`src/rtl/wb_stream_rd_ctrl.sv`:
```
// Wishbone burst reader that streams a circular memory buffer into a downstream FIFO.
// Optional bus-error termination is enabled with `define WB_STREAM_RD_ERR_EN.
module wb_stream_rd_ctrl #(
  parameter int unsigned WB_AW         = 32,
  parameter int unsigned WB_DW         = 32,
  parameter int unsigned FIFO_AW       = 4,
  parameter int unsigned MAX_BURST_LEN = 16
) (
  input  logic                 wb_clk_i,
  input  logic                 wb_rst_i,
  output logic [WB_AW-1:0]     wbm_adr_o,
  output logic [WB_DW-1:0]     wbm_dat_o,
  output logic [WB_DW/8-1:0]   wbm_sel_o,
  output logic                 wbm_we_o,
  output logic                 wbm_cyc_o,
  output logic                 wbm_stb_o,
  output logic [2:0]           wbm_cti_o,
  output logic [1:0]           wbm_bte_o,
  input  logic [WB_DW-1:0]     wbm_dat_i,
  input  logic                 wbm_ack_i,
  input  logic                 wbm_err_i,
  input  logic                 wbm_rty_i,
  output logic [WB_DW-1:0]     fifo_d,
  output logic                 fifo_wr,
  input  logic [FIFO_AW:0]     fifo_cnt,
  input  logic                 enable,
  input  logic [WB_AW-1:0]     start_adr,
  input  logic [WB_AW-1:0]     buf_size,
  input  logic [WB_AW-1:0]     burst_size,
  input  logic                 continous,
  output logic                 busy,
  output logic                 done,
  output logic                 err
);

  localparam int unsigned BYTES = WB_DW / 8;
  localparam int unsigned BCW   = $clog2(MAX_BURST_LEN + 1);

  localparam logic [2:0] CtiIdle   = 3'b000;
  localparam logic [2:0] CtiLinear = 3'b010;
  localparam logic [2:0] CtiLast   = 3'b111;

  if (FIFO_AW == 0) begin : g_fifo_aw_chk
    $error("wb_stream_rd_ctrl: FIFO_AW must be greater than 0");
  end

  typedef enum logic [1:0] {StIdle, StWait, StBurst} state_t;

  state_t             r_state, w_state_nxt;
  logic [WB_AW-1:0]   r_start, w_start_nxt;
  logic [WB_AW-1:0]   r_size, w_size_nxt;
  logic [WB_AW-1:0]   r_bsize, w_bsize_nxt;
  logic [WB_AW-1:0]   r_offset, w_offset_nxt;
  logic [BCW-1:0]     r_beat, w_beat_nxt;
  logic [BCW-1:0]     r_blen, w_blen_nxt;
  logic [WB_AW-1:0]   r_adr, w_adr_nxt;
  logic               r_cyc, w_cyc_nxt;
  logic [2:0]         r_cti, w_cti_nxt;
  logic [WB_DW-1:0]   r_fifo_d, w_fifo_d_nxt;
  logic               r_fifo_wr, w_fifo_wr_nxt;
  logic               r_done, w_done_nxt;
  logic               r_err, w_err_nxt;

  logic [WB_AW-1:0]   w_remain, w_bsz, w_bclamp, w_blen_full, w_depth, w_space;
  logic [BCW-1:0]     w_blen;
  logic               w_fifo_ok, w_ack, w_last, w_buf_end;

  // Effective burst length: never zero, never over the cap, never past the buffer end.
  always_comb begin
    w_remain    = r_size - r_offset;
    w_bsz       = (r_bsize == '0) ? WB_AW'(1) : r_bsize;
    w_bclamp    = (w_bsz > WB_AW'(MAX_BURST_LEN)) ? WB_AW'(MAX_BURST_LEN) : w_bsz;
    w_blen_full = (w_remain < w_bclamp) ? w_remain : w_bclamp;
    w_blen      = BCW'(w_blen_full);
    w_depth     = WB_AW'(1) << FIFO_AW;
    w_space     = w_depth - WB_AW'(fifo_cnt);
    w_fifo_ok   = (w_space >= w_blen_full);
  end

  // Retry and (when not enabled as a fault) error both count as "no acknowledge".
  assign w_ack     = r_cyc & wbm_ack_i & ~wbm_rty_i & ~wbm_err_i;
  assign w_last    = (r_beat == r_blen - BCW'(1));
  assign w_buf_end = ((r_offset + WB_AW'(1)) == r_size);

  always_comb begin
    w_state_nxt   = r_state;
    w_start_nxt   = r_start;
    w_size_nxt    = r_size;
    w_bsize_nxt   = r_bsize;
    w_offset_nxt  = r_offset;
    w_beat_nxt    = r_beat;
    w_blen_nxt    = r_blen;
    w_adr_nxt     = r_adr;
    w_cyc_nxt     = r_cyc;
    w_cti_nxt     = r_cti;
    w_fifo_d_nxt  = r_fifo_d;
    w_fifo_wr_nxt = 1'b0;
    w_done_nxt    = 1'b0;
    w_err_nxt     = r_err;

    unique case (r_state)
      StIdle: begin
        if (enable && (buf_size != '0) && !r_err) begin
          w_start_nxt  = start_adr;
          w_size_nxt   = buf_size;
          w_bsize_nxt  = burst_size;
          w_offset_nxt = '0;
          w_state_nxt  = StWait;
        end
      end

      StWait: begin
        if (!enable) begin
          w_state_nxt = StIdle;
        end else if (w_fifo_ok) begin
          w_cyc_nxt   = 1'b1;
          w_adr_nxt   = r_start + r_offset * WB_AW'(BYTES);
          w_beat_nxt  = '0;
          w_blen_nxt  = w_blen;
          w_cti_nxt   = (w_blen == BCW'(1)) ? CtiLast : CtiLinear;
          w_state_nxt = StBurst;
        end
      end

      StBurst: begin
`ifdef WB_STREAM_RD_ERR_EN
        if (r_cyc && wbm_err_i) begin
          w_cyc_nxt   = 1'b0;
          w_cti_nxt   = CtiIdle;
          w_err_nxt   = 1'b1;
          w_state_nxt = StIdle;
        end else
`endif
        if (w_ack) begin
          w_fifo_d_nxt  = wbm_dat_i;
          w_fifo_wr_nxt = 1'b1;
          w_offset_nxt  = r_offset + WB_AW'(1);
          w_adr_nxt     = r_adr + WB_AW'(BYTES);
          w_beat_nxt    = r_beat + BCW'(1);
          if (w_last) begin
            w_cyc_nxt = 1'b0;
            w_cti_nxt = CtiIdle;
            if (w_buf_end) begin
              w_done_nxt   = 1'b1;
              w_offset_nxt = '0;
              w_state_nxt  = (continous && enable) ? StWait : StIdle;
            end else begin
              w_state_nxt  = enable ? StWait : StIdle;
            end
          end else begin
            w_cti_nxt = ((r_beat + BCW'(2)) == r_blen) ? CtiLast : CtiLinear;
          end
        end
      end

      default: w_state_nxt = StIdle;
    endcase
  end

  always_ff @(posedge wb_clk_i or posedge wb_rst_i) begin
    if (wb_rst_i) begin
      r_state   <= StIdle;
      r_start   <= '0;
      r_size    <= '0;
      r_bsize   <= '0;
      r_offset  <= '0;
      r_beat    <= '0;
      r_blen    <= '0;
      r_adr     <= '0;
      r_cyc     <= 1'b0;
      r_cti     <= CtiIdle;
      r_fifo_d  <= '0;
      r_fifo_wr <= 1'b0;
      r_done    <= 1'b0;
      r_err     <= 1'b0;
    end else begin
      r_state   <= w_state_nxt;
      r_start   <= w_start_nxt;
      r_size    <= w_size_nxt;
      r_bsize   <= w_bsize_nxt;
      r_offset  <= w_offset_nxt;
      r_beat    <= w_beat_nxt;
      r_blen    <= w_blen_nxt;
      r_adr     <= w_adr_nxt;
      r_cyc     <= w_cyc_nxt;
      r_cti     <= w_cti_nxt;
      r_fifo_d  <= w_fifo_d_nxt;
      r_fifo_wr <= w_fifo_wr_nxt;
      r_done    <= w_done_nxt;
      r_err     <= w_err_nxt;
    end
  end

  assign wbm_adr_o = r_adr;
  assign wbm_dat_o = '0;
  assign wbm_sel_o = {(WB_DW/8){r_cyc}};
  assign wbm_we_o  = 1'b0;
  assign wbm_cyc_o = r_cyc;
  assign wbm_stb_o = r_cyc;
  assign wbm_cti_o = r_cti;
  assign wbm_bte_o = 2'b00;
  assign fifo_d    = r_fifo_d;
  assign fifo_wr   = r_fifo_wr;
  assign busy      = (r_state != StIdle);
  assign done      = r_done;
  assign err       = r_err;

endmodule
```
`config.mk`:
```
export PLATFORM = sky130hd
export DESIGN_NAME = wb_stream_rd_ctrl
export DESIGN_NICKNAME = d
export VERILOG_FILES = /design/src/rtl/wb_stream_rd_ctrl.sv
export SDC_FILE = /design/constraint.sdc
export NUM_CORES = 1
export LEC_CHECK = 0
export CAP_MARGIN = 20
export CELL_PAD_IN_SITES_DETAIL_PLACEMENT = 0
export CELL_PAD_IN_SITES_GLOBAL_PLACEMENT = 1
export CORE_ASPECT_RATIO = 1.5
export CORE_MARGIN = 2
export CORE_UTILIZATION = 25
export CTS_CLUSTER_SIZE = 8
export DETAILED_ROUTE_END_ITERATION = 10
export PLACE_DENSITY = 0.52
export SKIP_CTS_REPAIR_TIMING = 1
export SYNTH_ARGS = -nofsm -noshare
export SYNTH_HDL_FRONTEND = slang
export SYNTH_SLANG_ARGS = --single-unit
```
`constraint.sdc`:
```
create_clock -name wb_clk_i -period 14.5 [get_ports wb_clk_i]
set_input_delay 4.35 -clock wb_clk_i [delete_from_list [all_inputs] [get_ports wb_clk_i]]
set_output_delay 4.35 -clock wb_clk_i [all_outputs]
set_load 0.01 [all_outputs]
```
# Word level (Yosys, flattened, before mapping)
# Index checks and enable logic that the tools add are counted.
[classes]
n_addsub = 8
n_mul = 0
div_mod_pow = 0
order_cmp = 3
eq_ne = 12
shift = 0
mux = 43
bitwise = 5
reduce_logical = 15
[ops]
columns = ["cell", "n"]
rows = [
  ["$mux 32", 10],
  ["$pmux 32 s2", 2],
  ["$add 32x1->32 const B", 1],
  ["$add 32x3->32 const B", 1],
  ["$add 32x32->32", 1],
  ["$eq 32x32->1", 1],
  ["$ge 32x32->1", 1],
  ["$gt 32x5->1 const B", 1],
  ["$logic_not 32->1", 1],
  ["$lt 32x32->1", 1],
  ["$reduce_bool 32->1", 1],
  ["$sub 32x32->32", 1],
  ["$mux 3", 6],
  ["$mux 5", 3],
  ["$mux 1", 13],
  ["$eq 5x5->1", 2],
  ["$mux 2", 5],
  ["$ne 2x2->1 const B", 5],
  ["$pmux 5 s2", 1],
  ["$reduce_and 4->1", 2],
  ["$pmux 2 s3", 1],
  ["$pmux 3 s2", 1],
  ["$reduce_and 3->1", 2],
  ["$reduce_bool 2->1", 3],
  ["other kinds (15)", 20],
]
[word_totals]
ff_bits = 210
latch_bits = 0
mem_bits_rw = 0
rom_bits = 0
in_bits = 140
elab_cells = 99
memories = 0

# Depth between registers and ports, before layout
# Gate-level depths: netlist of run 1.
[depth]
depth_word = 11
ltp_mapped = 37
mapped_depth_nobuf = 32

# Least setup slack after synthesis of run 1
# OpenSTA, ideal clock, no wires.
[synth_timing]
path_kind = "in2reg"
startpoint = "input fifo_cnt[0]"
endpoint = "register r_adr[5], in the netlist wbm_adr_o[5]"
setup_ps = 121
t_arrival_ps = 8293
t_required_ps = 14379
path_slack_ps = 6086
stages = 14
n_path_buf = 3
path_cell_list = "inv_1 -> a31oi_1 -> ha_1 -> a21oi_1 -> o21ai_0 -> a221o_1 -> a221oi_1 -> o211a_1 -> or3_1 -> clkbuf_1 -> nand2_1 -> clkbuf_1 -> clkbuf_1 -> a22o_1"
[synth_between]
elab_chain_cells = 4
[synth_lines]
columns = ["item", "line", "source"]
rows = [
  ["from (decl)", "25", "input logic [FIFO_AW:0] fifo_cnt,"],
  ["$sub 5x5->6", "76", "w_space = w_depth - WB_AW'(fifo_cnt);"],
  ["$ge 32x32->1", "77", "w_fifo_ok = (w_space >= w_blen_full);"],
  ["$ne 2x2->1 (no line)", "--", ""],
  ["$reduce_and 4->1 (no line)", "--", ""],
  ["to (signal assigned)", "184", "r_adr <= w_adr_nxt;"],
  ["to (decl)", "56", "logic [WB_AW-1:0] r_adr, w_adr_nxt;"],
]
# Every way passes these cells.
# A chain may end at the register's enable or synchronous reset.

# Final worst setup path of run 1
[layout_timing]
startpoint = "register r_offset[4]"
endpoint = "register r_adr[5], in the netlist wbm_adr_o[5]"
[layout_between]
elab_chain_cells = 6
[layout_lines]
columns = ["item", "line", "source"]
rows = [
  ["from (decl)", "53", "logic [WB_AW-1:0] r_offset, w_offset_nxt;"],
  ["from (signal assigned)", "181", "r_offset <= w_offset_nxt;"],
  ["$sub 32x32->32 *", "70", "w_remain = r_size - r_offset;"],
  ["$lt 32x32->1", "73", "w_blen_full = (w_remain < w_bclamp) ? w_remain : w_bclamp;"],
  ["$mux 32 *", "73", ""],
  ["$ge 32x32->1 *", "77", ""],
  ["$ne 2x2->1 (no line) *", "--", ""],
  ["$reduce_and 4->1 (no line) *", "--", ""],
]
# Every way passes the cells marked *; elsewhere a longest branch is shown, timed or not.

==> flow_metrics.py, run 1 <==
metrics = {
    "global_route": {
        "grt_usage": 0.1620,
        "grt_first_pass_wirelength_mm": 79.88,
        "grt_pass1_vias": 13700,
        "grt_max_degree": 141,
        "grt-ovfl-total": 0,
        "antenna_found_initial": 0,
    },
    "run_status": {
        "status": "finished, final reports clean",
    },
    "setup_path": {
        "crit_arrival_ps": 9200,
        "cp-end-kind": "flip-flop",
        "r2r-start": "r_offset[4]",
        "cp_data_required_time_ps": 14970,
        "r2r-end": "wbm_adr_o[5]",
        "setup.worst_path.class": "flip-flop to flip-flop",
        "crit_fanout": 47,
        "startpoint": "r_offset[4]",
        "cp-endpoint": "wbm_adr_o[5]",
        "ff2ff_setup_slack_ps": 5770,
        "crit_path_start_kind": "flip-flop",
        "slowest_delay_ps": 620,
        "slowest_stage": "o311ai_0",
        "worstRegToRegCells": 33,
    },
    "timing": {
        "drv_slew": 0,
        "setup_viol": 0,
        "setup_tns_ps": 0,
        "timing.fmax_mhz": 114.5,
        "fin_crit_ps": 8730,
        "skew_ps": 14.80,
        "relSlewSlack": 0.2714,
        "fin_crit_sh": 0.6021,
        "finalHoldViolations": 0,
        "rsz0062_at_grt": "no",
        "tightest_slew_ps": 1083,
    },
    "flow_run": {
        "maxCapViolations": 0,
    },
    "logic_synthesis": {
        "synth_edf_count": 0,
        "yosysTopAreaCell": "dfrtp_1",
        "avgSynthCellArea_um2": 8.903,
        "synth-seq-cells": 209,
        "synth_cell_types": 76,
        "synth_warnings": 0,
        "synth_ff_type": "dfrtp_1",
        "syn_inst": 1727,
        "yosys-top-cells-area": "dfrtp_1, ha_1, mux2_2",
        "synth.top_cell.area_share": 0.3401,
        "yosysSeqAreaShare": 0.3401,
        "ys_async_sr_fraction": 1.000,
        "syn_area_um2": 15380,
    },
    "routing": {
        "via_per_inst": 4.902,
        "wirelength_mm": 51.80,
        "wire_per_inst_um": 18.82,
        "drt_first_pass_iters": 7,
        "drc": 0,
        "drt_iter0_drc": 695,
        "vias": 13490,
        "detail-route-antenna-nets": 0,
    },
    "clocking": {
        "ctsLongestPathBuffers": 3,
        "numClockSinks": 209,
        "clockRootBuffer": "clkbuf_16",
        "cts_max_level": 1,
        "clkLatencyLatePin_ps": 580,
        "cts_tree": "done",
        "cts.clk_slew.worst_paths_ps": 50,
        "numCtsBuffers": 31,
    },
    "min_path": {
        "holdPathStages": 2,
        "hold_class": "flip-flop to flip-flop",
    },
    "power": {
        "p_leak_uw": 0.008028,
        "power.density_nw_per_um2": 214.8,
        "fin_total_pwr_uw": 4126,
        "ir_drop_mv": 0.1039,
    },
    "floorplan": {
        "row_count": 111,
        "coreArea_um2": 60970,
        "die_x_um": 206.5,
        "dieArea_um2": 63540,
        "start_util": 0.2522,
        "die_h_um": 307.7,
        "io_pins": 252,
    },
    "layout": {
        "register_area_um2": 5230,
        "areaGrowthSynthToFinish_pct": 24.95,
        "antenna_cells": 0,
        "final_cell_mix": "nand2_1, clkdlybuf4s50_1, dfrtp_1, a21oi_1, ha_1",
        "mostFrequentLayoutCell": "nand2_1",
        "nets": 2225,
        "num-fill-cells": 6367,
        "multi_input_area_um2": 9587,
        "layout-drive-gt1-share": 0.09077,
    },
    "place": {
        "gp_congestion": 0.8411,
        "dp.final_hpwl_mm": 40.68,
        "io_buffers": 215,
    },
}
report_power, final:
part           internal [uW]  total, uW  switching [uW]
Clock                    397        668             270
Sequential               823       1060             240
Combinational           1100       2400            1300
flip-flops by register name, indices dropped and copies added, names as in the netlist:
signal,cells
fifo_d,32
wbm_cti_o,2
wbm_adr_o,32
r_blen,5
r_size,32
fifo_wr,1
r_beat,5
done,1
r_offset,32
r_start,32
r_bsize,32
wbm_cyc_o,1
r_state,2
synthesized netlist by cell type, types with 7 or more instances:
cell type / n
a31oi_1: 18
or3_1: 12
inv_1: 61
a21oi_1: 141
nand2_1: 236
a21o_1: 33
mux2_2: 106
nor4_1: 34
a211o_1: 9
xnor2_1: 74
o22ai_1: 12
and3_1: 18
o21ai_0: 88
o21a_1: 16
nor3_1: 36
nand2b_1: 19
a211oi_1: 15
o21ai_1: 18
dfrtp_1: 209
nand3_1: 57
buf_4: 43
ha_1: 129
nor2_1: 79
nand4_1: 40
or4_1: 7
nor2b_1: 12
xor2_1: 34
o21bai_1: 7
clkbuf_1: 39
buf_1: 8
how the worst min path moves through the flow:
stage          slack, ps    startpoint      endpoint
2_1_floorplan        470  r_offset[31]  r_offset[31]
3_3_place_gp         460    fifo_d[12]    fifo_d[12]
3_5_place_dp         460    fifo_d[10]    fifo_d[10]
4_1_cts              470    fifo_d[10]    fifo_d[10]
5_1_grt              490    fifo_d[30]    fifo_d[30]
6_report             470    fifo_d[13]    fifo_d[13]
per-layer routing:
metal | global-route usage | share of wire
met5 | 0 | 0
met4 | 0.04003 | 0.022
met3 | 0.01386 | 0.034
met2 | 0.2973 | 0.51
met1 | 0.2015 | 0.43
kinds of logic after synthesis:
family,share of synthesized area
DFF,0.3401
and+or+nand+nor,0.1850
adders and majority gates,0.1076
xor gates and xnor gates,0.06306
buffers and inverters,0.05265
AOI/OAI and AO/OA,0.1695
other,0.0004884
muxes,0.08154
layout make-up:
class | instances | area share
flip-flops and latches | 209 | 0.2722
well taps | 791 | 0.05151
clock buffers | 36 | 0.04135
multi-input cells | 1418 | 0.4990
clock inverters | 4 | 0.003126
repair buffers | 233 | 0.1205
inverters | 61 | 0.01231
through the flow:
step	hold slack, ps	util	cell area (um^2)	worst slack, ps	cells
2_1_floorplan	469.4	-	15610	4441	1788
3_3_place_gp	457.4	0.3004	18320	5791	2710
3_5_place_dp	461.4	0.3004	18320	5677	2710
4_1_cts	474.1	0.3144	19170	5636	2750
5_1_grt	486.8	0.3151	19210	4980	2752
6_report	469.3	0.3151	19210	5770	2752
critical path: cells and delay by family, from the launching register on:
family	cells	cell delay [ps]
AO/OA/AOI/OAI	12	3660
AND/OR/NAND/NOR	12	1830
multiplexers	1	290
flip-flops	1	520
buffers and inverters	4	1140
XOR/XNOR	1	210
adder cells (fa/ha/maj)	3	920
No activity file was read; power rests on OpenSTA's default activity.
==> run 2, diff against run 1 <==
==> constraint.sdc (replaced) <==
create_clock -name wb_clk_i -period 8.9 [get_ports wb_clk_i]
set_input_delay 2.67 -clock wb_clk_i [delete_from_list [all_inputs] [get_ports wb_clk_i]]
set_output_delay 2.67 -clock wb_clk_i [all_outputs]
set_load 0.01 [all_outputs]
==> flow_metrics.py, run 2 (synthesis results as in run 1) <==
metrics = {
    "run_status": {
        "status": "finished, final reports clean",
    },
    "setup_path": {
        "crit_fanout": 38,
        "crit_arrival_ps": 8650,
        "ff2ff_setup_slack_ps": 690,
        "r2r-start": "r_offset[4]",
        "setup.worst_path.class": "flip-flop to flip-flop",
        "cp_data_required_time_ps": 9340,
        "slowest_delay_ps": 690,
        "worstRegToRegCells": 32,
        "crit_path_start_kind": "flip-flop",
        "slowest_stage": "o311ai_0",
        "r2r-end": "wbm_adr_o[31]",
        "cp-end-kind": "flip-flop",
    },
    "layout": {
        "fin_cells": 2756,
        "fin_area_um2": 19210,
        "nets": 2230,
        "mostFrequentLayoutCell": "nand2_1",
        "final_cell_mix": "nand2_1, clkdlybuf4s50_1, dfrtp_1, a21oi_1, ha_1",
        "layout-drive-gt1-share": 0.09216,
        "areaGrowthSynthToFinish_pct": 24.94,
    },
    "power": {
        "p_leak_uw": 0.008026,
        "power.density_nw_per_um2": 349.7,
        "power_frac_seq": 0.255,
        "intPower_uw": 3761,
        "p_sw_uw": 2956,
        "clkPwrFrac": 0.156,
        "netSwitchingFraction": 0.4401,
        "pwr-share-comb": 0.590,
        "ir_drop_mv": 0.1541,
    },
    "timing": {
        "tightest_slew_ps": 1236,
        "fin_crit_ps": 8212,
        "skew_ps": 60.16,
        "setup_ws_ps": 687.6,
        "timing.fmax_mhz": 121.8,
        "relSlewSlack": 0.1681,
        "fin_crit_sh": 0.9227,
        "rsz0062_at_grt": "no",
        "drv_slew": 0,
        "setup_viol": 0,
        "finalHoldViolations": 0,
        "setup_tns_ps": 0,
    },
    "clocking": {
        "cts_tree": "done",
        "clockRootBuffer": "clkbuf_16",
        "numClockSinks": 209,
        "numCtsBuffers": 30,
        "clkLatencyLatePin_ps": 610,
        "cts_max_level": 1,
        "cts.clk_slew.worst_paths_ps": 60,
        "ctsLongestPathBuffers": 3,
    },
    "routing": {
        "wire_per_inst_um": 18.83,
        "drt_iter0_drc": 666,
        "detail-route-antenna-nets": 0,
        "drt_first_pass_iters": 5,
        "drc": 0,
        "vias": 13450,
        "via_per_inst": 4.882,
        "wirelength_mm": 51.89,
    },
    "place": {
        "dp.final_hpwl_mm": 41.05,
        "io_buffers": 215,
        "pre_cts_ws_ps": 676.6,
        "dp_cells": 2717,
        "gp_congestion": 0.8417,
        "placed_area_um2": 18380,
    },
    "global_route": {
        "grt_pass1_vias": 13640,
        "antenna_found_initial": 1,
        "grt_first_pass_wirelength_mm": 79.56,
        "grt_max_degree": 99,
        "grt_usage": 0.1620,
        "grt-ovfl-total": 0,
    },
    "floorplan": {
        "start_util": 0.2522,
        "io_pins": 252,
        "dieArea_um2": 63540,
        "row_count": 111,
        "die_x_um": 206.5,
        "coreArea_um2": 60970,
        "die_h_um": 307.7,
    },
    "min_path": {
        "hold_end": "fifo_d[26]",
        "hold_start": "fifo_d[26]",
        "holdPathStages": 2,
        "hold_class": "flip-flop to flip-flop",
    },
    "flow_run": {
        "maxCapViolations": 0,
    },
}
## run 2: cell types whose count changed in the layout (fill, tap and decap cells not counted)
cell and change:
bufinv_16 -1, clkinv_2 -2, buf_12 +1, diode_2 +1, buf_4 +6, inv_16 -1
buf_16 -1, clkbuf_8 +1, clkinv_16 +1, clkbuf_16 -1
## run 2: worst max-delay path by stage
stage | startpoint | end | slack [ps] | cells after the start
finish | r_offset[4] | wbm_adr_o[31] | 690 | 32
global route | r_offset[4] | wbm_adr_o[31] | 5 | 32
CTS | r_offset[4] | wbm_adr_o[31] | 590 | 32
detailed placement | r_offset[1] | wbm_adr_o[31] | 680 | 32
global placement | r_offset[4] | wbm_adr_o[15] | 830 | 31
floorplan | wb_rst_i | done | 520 | 1
## run 2: per-stage QoR
| step | hold WS [ps] | utilization | total power (uW) |
|---|---|---|---|
| 6_report | 472.8 | 0.3151 | 6717 |
| 5_1_grt | 494.6 | 0.3151 | 7347 |
| 4_1_cts | 476.6 | 0.3148 | 6829 |
| 3_5_place_dp | 463.0 | 0.3015 | 5732 |
| 3_3_place_gp | 458.9 | 0.3015 | 5682 |
| 2_1_floorplan | 469.4 | - | 4341 |
## run 2: final cells by class
cell class	instances	area (um^2)
Multi-Input combinational cell	1418	9587
Sequential cell	209	5230
Antenna cell	1	2.502
Tap cell	791	989.7
Clock inverter	1	30.03
Fill cell	6351	41760
Clock buffer	36	783.3
Timing Repair Buffer	239	2352
Inverter	61	236.5
## run 2: worst max-delay path: cells and delay by family (launching register included)
kind,cells,cell delay (ps)
buffers and inverters,4,680
xor gates and xnor gates,1,140
and+or+nand+nor,9,1270
adders and majority gates,3,960
DFF,1,530
AOI/OAI and AO/OA,15,4410
## run 2: power by group through the flow
stage | clock network [uW] | logic, uW | registers (uW)
after CTS | 1090 | 4020 | 1720
after floorplan | 0 | 2680 | 1660
after global placement | 0 | 3960 | 1730
final | 1050 | 3960 | 1710
after detailed placement | 0 | 4000 | 1740
after global routing | 1120 | 4450 | 1780
## run 2: per-layer routing
metal	up-vias	track usage	routed length, um
met4	0	0.05598	1695
li1	6636	-	-
met3	77	0.01725	2081
met1	6408	0.1982	21850
met2	333	0.2910	26260
met5	-	0	0
==> run 3, diff against run 2 <==
--- a/config.mk
+++ b/config.mk
@@ -13,6 +13,7 @@
 export CORE_UTILIZATION = 25
 export CTS_CLUSTER_SIZE = 8
 export DETAILED_ROUTE_END_ITERATION = 10
+export GPL_ROUTABILITY_DRIVEN = 0
 export PLACE_DENSITY = 0.52
 export SKIP_CTS_REPAIR_TIMING = 1
 export SYNTH_ARGS = -nofsm -noshare
==> results of run 3 <==
Same layout as run 2: the final DEF is identical, and so are final timing and power.
